File: src/rtl/fifo_pkg.sv
// Shared types and widths for the async FIFO write-side blocks.
// DATA_WIDTH is fixed here; consumers import fifo_pkg::*.
package fifo_pkg;
    localparam int DATA_WIDTH = 8;
    localparam int ADDR_WIDTH = 4;

    typedef enum logic {
        ARB_IDLE  = 1'b0,
        ARB_BURST = 1'b1
    } arb_state_t;
endpackage

File: src/rtl/fifo_wr_arbiter_if.sv
// Write-port bundle between NUM_REQ producers, arbiter and FIFO.
// slave = arbiter side, master = producer/FIFO side.
interface fifo_wr_arbiter_if
    import fifo_pkg::*;
#(
    parameter int NUM_REQ = 4
) ();
    logic [NUM_REQ-1:0]            req;
    logic [NUM_REQ*DATA_WIDTH-1:0] req_data;
    logic                          full;
    logic                          half;
    logic                          wr_en;
    logic [DATA_WIDTH-1:0]         data_in;
    logic [NUM_REQ-1:0]            grant;
    logic [NUM_REQ-1:0]            ack;
    logic                          busy;

    modport master (
        output req, req_data, full, half,
        input  wr_en, data_in, grant, ack, busy
    );

    modport slave (
        input  req, req_data, full, half,
        output wr_en, data_in, grant, ack, busy
    );
endinterface

File: src/rtl/fifo_rr_pick.sv
// Combinational round-robin selector: first set req bit
// searching upward from last_owner+1 with wrap-around.
module fifo_rr_pick #(
    parameter int NUM_REQ = 4,
    parameter int IW      = $clog2(NUM_REQ)
) (
    input  logic [NUM_REQ-1:0] req,
    input  logic [IW-1:0]      last_owner,
    output logic               valid,
    output logic [IW-1:0]      owner
);
    logic [IW:0] sum;

    // Walk from farthest to nearest so the nearest hit wins.
    always_comb begin
        valid = |req;
        owner = '0;
        sum   = '0;
        for (int i = NUM_REQ; i >= 1; i--) begin
            sum = {1'b0, last_owner} + (IW+1)'(i);
            if (sum >= (IW+1)'(NUM_REQ))
                sum = sum - (IW+1)'(NUM_REQ);
            if (req[sum[IW-1:0]])
                owner = sum[IW-1:0];
        end
    end
endmodule

File: src/rtl/fifo_wr_arbiter.sv
// Round-robin burst arbiter for the FIFO write port.
// FIFO_ARB_HALF_THROTTLE_EN: hold off new bursts while half=1.
module fifo_wr_arbiter
    import fifo_pkg::*;
#(
    parameter int NUM_REQ   = 4,
    parameter int BURST_LEN = 8
) (
    input  logic             clk_wr,
    input  logic             rst_n,
    fifo_wr_arbiter_if.slave bus
);
    localparam int IW = $clog2(NUM_REQ);
    localparam int CW = $clog2(BURST_LEN + 1);
    localparam logic [IW-1:0] LAST_RST = IW'(NUM_REQ - 1);
    localparam logic [CW-1:0] CNT_LAST = CW'(BURST_LEN - 1);

    arb_state_t          state_q, state_d;
    logic [IW-1:0]       owner_q, owner_d;
    logic [IW-1:0]       last_owner_q, last_owner_d;
    logic [CW-1:0]       burst_cnt_q, burst_cnt_d;
    logic                pick_valid;
    logic [IW-1:0]       pick_owner;
    logic                start_ok;
    logic                in_burst;
    logic                owner_req;
    logic                wr_en;
    logic [NUM_REQ-1:0]  owner_oh;

    fifo_rr_pick #(
        .NUM_REQ (NUM_REQ),
        .IW      (IW)
    ) u_pick (
        .req        (bus.req),
        .last_owner (last_owner_q),
        .valid      (pick_valid),
        .owner      (pick_owner)
    );

`ifdef FIFO_ARB_HALF_THROTTLE_EN
    assign start_ok = pick_valid & ~bus.half;
`else
    logic unused_half;
    assign unused_half = bus.half;
    assign start_ok    = pick_valid;
`endif

    // full is used unregistered so a registered FIFO full never overruns.
    always_comb begin
        in_burst    = (state_q == ARB_BURST);
        owner_oh    = NUM_REQ'(1) << owner_q;
        owner_req   = bus.req[owner_q];
        wr_en       = rst_n & in_burst & owner_req & ~bus.full;
        bus.wr_en   = wr_en;
        bus.ack     = wr_en ? owner_oh : '0;
        bus.grant   = in_burst ? owner_oh : '0;
        bus.busy    = in_burst;
        bus.data_in = '0;
        if (rst_n && in_burst)
            bus.data_in =
                bus.req_data[owner_q*DATA_WIDTH +: DATA_WIDTH];
    end

    always_comb begin
        state_d      = state_q;
        owner_d      = owner_q;
        last_owner_d = last_owner_q;
        burst_cnt_d  = burst_cnt_q;
        unique case (state_q)
            ARB_IDLE: begin
                if (start_ok) begin
                    state_d     = ARB_BURST;
                    owner_d     = pick_owner;
                    burst_cnt_d = '0;
                end
            end
            ARB_BURST: begin
                if (!owner_req) begin
                    state_d      = ARB_IDLE;
                    last_owner_d = owner_q;
                end else if (wr_en) begin
                    burst_cnt_d = burst_cnt_q + 1'b1;
                    if (burst_cnt_q == CNT_LAST) begin
                        state_d      = ARB_IDLE;
                        last_owner_d = owner_q;
                    end
                end
            end
            default: state_d = ARB_IDLE;
        endcase
    end

    always_ff @(posedge clk_wr) begin
        if (!rst_n) begin
            state_q      <= ARB_IDLE;
            owner_q      <= '0;
            last_owner_q <= LAST_RST;
            burst_cnt_q  <= '0;
        end else begin
            state_q      <= state_d;
            owner_q      <= owner_d;
            last_owner_q <= last_owner_d;
            burst_cnt_q  <= burst_cnt_d;
        end
    end
endmodule

File: src/flat_wrapper.sv
// flat-port wrapper written by rule: the top's interface ports become plain ports
module fifo_wr_arbiter_flat import fifo_pkg::*;
#(
    parameter int NUM_REQ   = 4,
    parameter int BURST_LEN = 8
)
  (clk_wr, rst_n, bus_req, bus_req_data, bus_full, bus_half, bus_wr_en, bus_data_in, bus_grant, bus_ack, bus_busy);
  fifo_wr_arbiter_if #(.NUM_REQ(NUM_REQ)) bus_i ();
  input  logic clk_wr;
  input  logic rst_n;
  input wire logic [$bits(bus_i.req)-1:0] bus_req;
  input wire logic [$bits(bus_i.req_data)-1:0] bus_req_data;
  input wire logic [$bits(bus_i.full)-1:0] bus_full;
  input wire logic [$bits(bus_i.half)-1:0] bus_half;
  output wire logic [$bits(bus_i.wr_en)-1:0] bus_wr_en;
  output wire logic [$bits(bus_i.data_in)-1:0] bus_data_in;
  output wire logic [$bits(bus_i.grant)-1:0] bus_grant;
  output wire logic [$bits(bus_i.ack)-1:0] bus_ack;
  output wire logic [$bits(bus_i.busy)-1:0] bus_busy;
  assign bus_i.req = bus_req;
  assign bus_i.req_data = bus_req_data;
  assign bus_i.full = bus_full;
  assign bus_i.half = bus_half;
  assign bus_wr_en = bus_i.wr_en;
  assign bus_data_in = bus_i.data_in;
  assign bus_grant = bus_i.grant;
  assign bus_ack = bus_i.ack;
  assign bus_busy = bus_i.busy;
  fifo_wr_arbiter #(.NUM_REQ(NUM_REQ), .BURST_LEN(BURST_LEN)) u_core (.clk_wr(clk_wr), .rst_n(rst_n), .bus(bus_i));
endmodule
File: config.mk
export PLATFORM = sky130hd
export DESIGN_NAME = fifo_wr_arbiter_flat
export DESIGN_NICKNAME = d
export VERILOG_FILES = /design/src/rtl/fifo_pkg.sv /design/src/rtl/fifo_wr_arbiter_if.sv /design/src/rtl/fifo_rr_pick.sv /design/src/rtl/fifo_wr_arbiter.sv /design/src/flat_wrapper.sv
export SDC_FILE = /design/constraint.sdc
export NUM_CORES = 1
export LEC_CHECK = 0
export ABC_AREA = 1
export CAP_MARGIN = 0
export CORE_MARGIN = 10
export CORE_UTILIZATION = 40
export CTS_CLUSTER_DIAMETER = 60
export DETAILED_ROUTE_END_ITERATION = 16
export HOLD_SLACK_MARGIN = 0.08
export PLACE_DENSITY_LB_ADDON = 0.08
export SYNTH_ARGS = -nofsm -noshare
export SYNTH_HDL_FRONTEND = slang
export SYNTH_SLANG_ARGS = --single-unit
export TNS_END_PERCENT = 30
File: constraint.sdc
create_clock -name clk_wr -period 2.1 [get_ports clk_wr]
set_input_delay 0.21 -clock clk_wr [delete_from_list [all_inputs] [get_ports clk_wr]]
set_output_delay 0.21 -clock clk_wr [all_outputs]
set_load 0.01 [all_outputs]
==> out/qor.yml <==
timing:
  fin_crit_ns: 1.95
  rsz0062_at_grt: "no"
  relSlewSlack_pct: 78.9
  worst_hold_slack_ns: 0.501
  fmax_mhz: 513
  drv_slew: 0
  setup_viol: 0
  fin_worst_skew_ns: 0.00777
  timing.final.crit_share_pct: 92.8
  setup_tns_ns: 0
  max_slew.worst_pin.slew_ns: 0.316
  hold_violations: 0
place:
  dp.cells: 247
  portBuffers: 56
  placed_area_um2: 1580
  dp_hpwl_um: 3120
  gp_congestion: 0.876
die:
  io_pins: 58
  start_util_pct: 42.6
  die_x_um: 68.8
  std_cell_rows: 17
  dieArea_um2: 4730
  fp.coreArea_um2: 2230
  die_h_um: 68.8
grt:
  grt_first_pass_wirelength_um: 5640
  antenna_found_initial: 0
  grt_pass1_vias: 1208
  grt_max_degree: 14
  overflow: 0
  gr-usage-all-layers_pct: 15.0
min_path:
  hold_end: "u_core.owner_q[1]"
  min_path_type: "reg2reg"
  hold_path_depth: 2
  holdCritStartpoint: "u_core.owner_q[1]"
yosys:
  post-synth-top-count-cell: "nand2_1"
  synth_seq_area_share_pct: 18.9
  synth_top_area_cell: "nand2_1"
  synthFlopType: "dfxtp_1"
  synth-edff-count: 0
  yosysTopAreaCellShare_pct: 22.5
  synth_area_um2: 952
  async_flop_share_pct: 0
  avgSynthCellArea_um2: 5.84
  yosys-top-cells-count: "57 x nand2_1, 21 x nand3_1, 17 x inv_1"
  synthTopCellsByArea: "nand2_1 22%, dfxtp_1 19%, nand3_1 11%"
  yosysUniqueCellTypes: 26
  syn_inst: 163
  synth_nets: 204
  ys_warn_count: 0
  yosys_register_bits: 9
cts:
  clkLatencyLatePin_ns: 0.26
  cts.sinks: 9
  root_buffer: "clkbuf_4"
  clkSlewWorstSetupHoldPaths_ns: 0.07
  cts_tree: "yes"
  cts-buffers-inserted: 3
  htreeDepth: 1
  clock_path_buffers: 2
layout:
  area_growth_pct: 73.1
  nNetsFinal: 268
  design_area_um2: 1650
  diodes: 0
  fin_util_pct: 73.8
  drive_above_1_share_pct: 11.1
  instances_no_fill: 254
route:
  wl_met1_um: 1750
  routed_wl_um: 3780
  wl_met3_um: 369
  wl_met2_um: 1640
  firstDrtPassIters: 5
  antenna_left: 0
  viasPerCell: 5.23
  drt_iter0_markers: 93
  highest_layer: "met4"
  wl_per_cell_um: 14.9
  vias: 1328
  drc_errors: 0
critical_path:
  r2r-start: "u_core.last_owner_q[0]"
  cp_max_fo: 13
  cp-end-kind: "output port"
  worstPathArrival_ns: 1.74
  reg2reg_depth: 11
  r2r-end: "u_core.owner_q[0]"
  path_class: "reg2out"
  worstPathRequired_ns: 1.89
  worst_setup_path_start_kind: "register"
  rrSetupSlack_ns: 0.64
power_and_ir_drop:
  peakVddDrop_mv: 0.482
  p_per_area_nw_per_um2: 650
  p_leak_uw: 0.000929
outcome:
  status: "finished clean"
run:
  cap_violations: 0
-- layout by cell type, fill, tap and decap left out, types with 3 or more instances in the layout --
cell             netlist  routed
a22oi_1                8       8
nand2_2                3       3
a31oi_1                8       8
clkbuf_4               0       3
nand2_4                3       3
nor2_1                11      11
dfxtp_1                9       7
dlygate4sd2_1          0       3
inv_1                 17      17
clkdlybuf4s50_1        0      43
buf_4                  0       7
nand3_1               21      21
dlymetal6s2s_1         0      10
nand2_1               57      57
a21oi_1                6       6
-- power by group --
group / internal (uW) / switching, uW
logic: 323 / 383
clock network: 73.1 / 60.5
registers: 196 / 34.7
total: 592 / 479
-- per-layer routing --
layer,track usage [%],vias up
met2,24.8,64
met4,2.22,0
met3,4.99,4
met1,18.9,593
li1,-,667
met5,0,-
-- final cells by class --
class / instances / area, um^2
inverters: 20 / 77.6
flip-flops and latches: 9 / 183
repair buffers: 64 / 654
clock buffers: 4 / 26.3
well taps: 28 / 35.0
fillers: 180 / 586
multi-input cells: 129 / 672
-- worst max-delay path by stage --
stage / startpoint / to / slack, ns / cells after the start
floorplan: u_core.bus.busy / bus_ack[0] / 0.68 / 6
global placement: rst_n / bus_ack[2] / 0.06 / 7
detailed placement: rst_n / bus_ack[1] / 0.02 / 7
CTS: u_core.owner_q[0] / bus_data_in[7] / 0.002 / 6
global route: u_core.owner_q[0] / bus_grant[0] / 0.05 / 6
finish: u_core.owner_q[0] / bus_grant[0] / 0.15 / 6
-- cell families after synthesis --
kind of cell | share of synthesized area (%)
AO/OA/AOI/OAI | 16.6
XOR/XNOR | 0.920
adder cells (fa/ha/maj) | 1.31
buffers and inverters | 10.5
flip-flops | 18.9
AND/OR/NAND/NOR | 51.8
-- per-stage QoR --
step                      power [uW]  setup WS, ns
after CTS                       1060       0.00199
after floorplan                  643         0.685
final                           1070         0.151
after detailed placement         919        0.0246
after global placement           896        0.0634
after global routing            1160        0.0487
-- worst max-delay path: stages (launching register included) --
cell,delay (ns)
dfxtp_1,0.32
buf_4,0.19
nor2_4,0.12
buf_4,0.17
inv_1,0.06
nor2_1,0.08
clkdlybuf4s50_1,0.54
-- what timing repair did --
action,CTS,global route
setup buffers,0,3
hold buffers,0,0
pin swaps,1,1
setup endpoints to repair,4,10
resized for setup,5,10
-- state kept, by name, indices dropped and copies added (netlist names) --
register and count:
u_core.burst_cnt_q 4, u_core.last_owner_q 2, u_core.owner_q 2, u_core.bus.busy 1
Note: power is estimated with default switching activity, not from simulation.
==> variant 1, RTL diff (same flow settings) <==
`BURST_LEN` is set to 8 in 2 places; all go to 4.
--- a/src/rtl/fifo_wr_arbiter.sv
+++ b/src/rtl/fifo_wr_arbiter.sv
@@ -6,3 +6,3 @@
     parameter int NUM_REQ   = 4,
-    parameter int BURST_LEN = 8
+    parameter int BURST_LEN = 4
 ) (
--- a/src/flat_wrapper.sv
+++ b/src/flat_wrapper.sv
@@ -4,3 +4,3 @@
     parameter int NUM_REQ   = 4,
-    parameter int BURST_LEN = 8
+    parameter int BURST_LEN = 4
 )
Check against the original RTL: not equivalent (a bounded check fails within 10 cycles, from zero or initial values and one cycle with rst_n low).
==> variant 1 against the original RTL <==
- register-to-register slack got worse by 0.13 ns
- synthesized cell count shrank 1.2%
- power shrank 17%
- area after synthesis down 4.5%
- clock power down 10%
- design area is 3.9% lower
- non-clock buffer count did not move
- sequential cell count shrank 1
- routed wire length shrank 1.9%
- setup slack worse by 0.078 ns
- critical path depth unchanged
- via count fell by 0.75%
- combinational power is 21% lower
- largest power group unchanged
- highest routed layer unchanged
==> variant 1: results (changes against the original RTL) <==
[cells_and_area]
top_regs=u_core.burst_cnt_q (3), u_core.last_owner_q (2), u_core.owner_q (2)
drive_gt1_frac=0.09459  ; -0.01602
nets=266  ; -0.75%
largest_reg_flops=3  ; -1
num_antenna_cells=0  ; unchanged

[synth]
yosysSeqAreaShare=0.1761  ; -0.01316
yosys-top-cells-area=nand2_1, dfxtp_1, nand3_1
synthAdderAreaFrac=0.02751  ; +0.01437
yosysUniqueCellTypes=22  ; -15%
synth_xor_xnor_area_share=0  ; -0.009198
synth_common_cells=nand2_1, nand3_1, inv_1
syn_nets=203  ; -0.49%
synth_compound_area_frac=0.2187  ; +0.05314

[drt]
avgRoutedWirePerCell_microns=14.85  ; -0.33%
drt_iter0_drc=110  ; +18%
firstDrtPassIters=4  ; -1
via_per_inst=5.272  ; +0.83%

[global_route]
grt.total_usage=0.1547  ; +0.004617
grt_pass1_wl_microns=5692  ; +0.98%
grt_max_degree=15  ; +1
grt_antenna_before_repair=0  ; unchanged
grt_pass1_vias=1246  ; +3.1%

[worst_setup_path]
reg2reg_depth=11  ; unchanged
worstPathArrival_ns=1.82  ; +0.08 ns
crit_fanout=9  ; -4
cp_num_cells=6  ; unchanged
cpPeakStageDelay_ns=0.57  ; +0.03 ns

[clock_tree]
htree_levels=1  ; unchanged
clkSlewWorstSetupHoldPaths_ns=0.06
post_cts_buffers=0  ; unchanged
cts_buffers=3  ; unchanged
clkLatencyLatePin_ns=0.25
cts_root_buffer=clkbuf_4

[sta]
skew_ns=0.003737  ; -0.004030 ns
worst_pin_slew_ns=0.4867  ; +0.1707 ns

[min_path]
hp-class=reg -> reg
holdPathStages=1  ; -1

[place]
hpwl_microns=3067  ; -1.6%
place_congestion=0.7772  ; -11%
port_buffers=56  ; unchanged

[pwr]
leakage_nw=0.8335  ; -10%
irDropWorstVdd_mv=0.4714  ; -2.3%

[status]
outcome=complete, no violations

[variant 1: what timing repair did]
action,4_1_cts,5_1_grt
setup endpoints to repair,12,8
gates cloned,0,0
hold buffers,0,0
hold endpoints to repair,0,0
gates resized for setup,2,9
[variant 1: worst register-to-register path, stage by stage, from the launching register on]
cell and delay, ns:
dfxtp_1 0.60, inv_2 0.17, nand2_1 0.13, nand3_1 0.12
nand2_1 0.12, inv_1 0.04, nand2_1 0.06, nand2_1 0.05
nand2_1 0.05, nand2_1 0.05, nand2_1 0.06, a21oi_1 0.06
[variant 1: final timing paths]
| check | from | slack [ns] | end |
|---|---|---|---|
| worst max register to register | u_core.last_owner_q[0] | 0.51 | u_core.owner_q[0] |
| worst min register to register | u_core.burst_cnt_q[0] | 0.47 | u_core.burst_cnt_q[0] |
| worst min-delay path | u_core.burst_cnt_q[0] | 0.47 | u_core.burst_cnt_q[0] |
| worst max-delay path | u_core.owner_q[0] | 0.07 | bus_data_in[3] |
[variant 1: stage by stage]
stage / setup slack, ns / util / std cells / area [sq um]
6_report: 0.07355 / 0.7224 / 250 / 1583
4_1_cts: 0.03476 / 0.7122 / 250 / 1560
3_3_place_gp: 0.09668 / 0.7007 / 247 / 1535
5_1_grt: 0.007497 / 0.7224 / 250 / 1583
2_1_floorplan: 0.6924 / - / 161 / 909.6
3_5_place_dp: 0.03503 / 0.7007 / 247 / 1535
[variant 1: layout make-up]
cell class | count | area (sq um)
fill | 188 | 608.1
clock buffer | 3 | 22.52
tap | 28 | 35.03
multi-input combinational | 129 | 651.9
sequential | 8 | 162.7
inverter | 18 | 67.56
timing repair buffer | 64 | 643.1
[variant 1: metal layers]
layer / track usage / part of all wire / up-vias / wire [microns]
met3: 0.04959 / 0.067 / 10 / 250
li1: - / - / 666 / -
met2: 0.2676 / 0.52 / 46 / 1914
met5: 0 / 0 / - / 0
met1: 0.1718 / 0.39 / 596 / 1436
met4: 0.05897 / 0.030 / 0 / 110
[variant 1: cell families after synthesis]
kind of cell | count (synthesis)
adders and majority gates | 2
DFF | 8
buffers and inverters | 24
and+or+nand+nor | 95
AOI/OAI and AO/OA | 32
[variant 1: power breakdown]
part / switching (mW) / internal (mW)
sequential: 0.0435 / 0.173
clock: 0.0545 / 0.0656
combinational: 0.299 / 0.258
total: 0.397 / 0.497
==> variant 2, RTL diff (same flow settings) <==
Without the edit above. Make the reset (`rst_n`) asynchronous in one clocked block.
--- a/src/rtl/fifo_wr_arbiter.sv
+++ b/src/rtl/fifo_wr_arbiter.sv
@@ -92,3 +92,3 @@
 
-    always_ff @(posedge clk_wr) begin
+    always_ff @(posedge clk_wr or negedge rst_n) begin
         if (!rst_n) begin
Check against the original RTL: differs if rst_n is asserted again (counterexample within 4 cycles, from zero or initial values and one cycle with rst_n low); with rst_n held inactive, the same outputs for 10 cycles.
==> variant 2 against the original RTL <==
- routed wire length decreased by 3.1%
- area after synthesis increased by 5.8%
- die area increased by 4.1%
- sequential cell count unchanged
- setup slack improved by 0.12 ns
- clock power decreased by 3%
- utilization decreased by 4.9 points
- power increased by 73%
- design area increased by 1.7%
- global-route usage decreased by 1.5 points
- largest cell class unchanged
==> variant 2: results (changes against the original RTL) <==
[status]
outcome=complete, no violations

[drt]
firstDrtPassIters=4  ; -1
wl_met1_microns=1467  ; -16%
drt_iter0_drc=123  ; +32%
route.met3.wl_microns=251  ; -32%
avgRoutedWirePerCell_microns=14.38  ; -3.4%
route.met2.wl_microns=1892  ; +15%
via_per_inst=5.325  ; +1.9%
wl_microns=3668  ; -3.1%

[cells_and_area]
n_fill_cell=214  ; +19%
nets=267  ; -0.37%
drive_gt1_frac=0.1378  ; +0.02716

[sta]
relSlewSlack=0.7824  ; -0.006616

[pwr]
leakage_nw=0.9027  ; -2.8%
p_comb_mw=1.37  ; +94%
irDropWorstVdd_mv=0.8156  ; +69%
pg_seq_uw=353  ; +53%
p_int_uw=905.5  ; +53%

[worst_setup_path]
reg2reg_depth=9  ; -2
worstPathArrival_ns=1.62  ; -0.12 ns
reg2reg_from=u_core.last_owner_q[0]
endpoint=bus_ack[2]
r2r_setup_slack_ns=0.62  ; -0.02 ns
startpoint=u_core.owner_q[1]
cpPeakStageDelay_ns=0.42  ; -0.12 ns

[synth]
yosysUniqueCellTypes=25  ; -3.8%
synthAdderAreaFrac=0.01242  ; -0.0007182
synth_compound_area_frac=0.1267  ; -0.03886
yosys-top-cells-area=nand3_1, nand2_1, dfrtp_1
syn_nets=205  ; +0.49%
syn_inst=164  ; +0.61%
synth_common_cells=nand2_1, nand3_1, nor2_1
yosysSeqAreaShare=0.2261  ; +0.03686

[global_route]
use_met3=0.03672  ; -0.01320
grt_pass1_vias=1243  ; +2.9%
use_met2=0.2447  ; -0.002983
grt_max_degree=18  ; +4
grt.met1_usage=0.1468  ; -0.04227

[place]
placed_cells=250  ; +1.2%
place_congestion=0.7816  ; -11%
hpwl_microns=2969  ; -4.8%
place_ws_ns=0.06622  ; +0.04162 ns

==> variant 2: per-stage QoR <==
step,util,cell area (sq um),hold WS (ns)
after floorplan,-,1007,-0.08559
after global placement,0.6662,1620,0.4805
after detailed placement,0.6662,1620,0.4913
after CTS,0.6780,1649,0.3000
after global routing,0.6893,1677,0.3100
final,0.6893,1677,0.2939
==> variant 2: area by class of cell <==
class,count,area share
timing repair buffer,64,0.3828
sequential,9,0.1366
clock buffer,4,0.01567
inverter,16,0.03657
tap,30,0.02239
multi-input combinational,132,0.4060
==> variant 2: timing repair <==
item	4_1_cts	5_1_grt
cloned	0	0
pin swaps	0	0
gates resized for setup	6	10
setup buffers	1	0
setup endpoints to repair	13	8
==> variant 2: critical path: cells and delay by family (launching register included) <==
kind / cells / cell delay (ns)
DFF: 1 / 0.42
AOI/OAI and AO/OA: 1 / 0.11
buffers and inverters: 3 / 0.44
and+or+nand+nor: 4 / 0.38
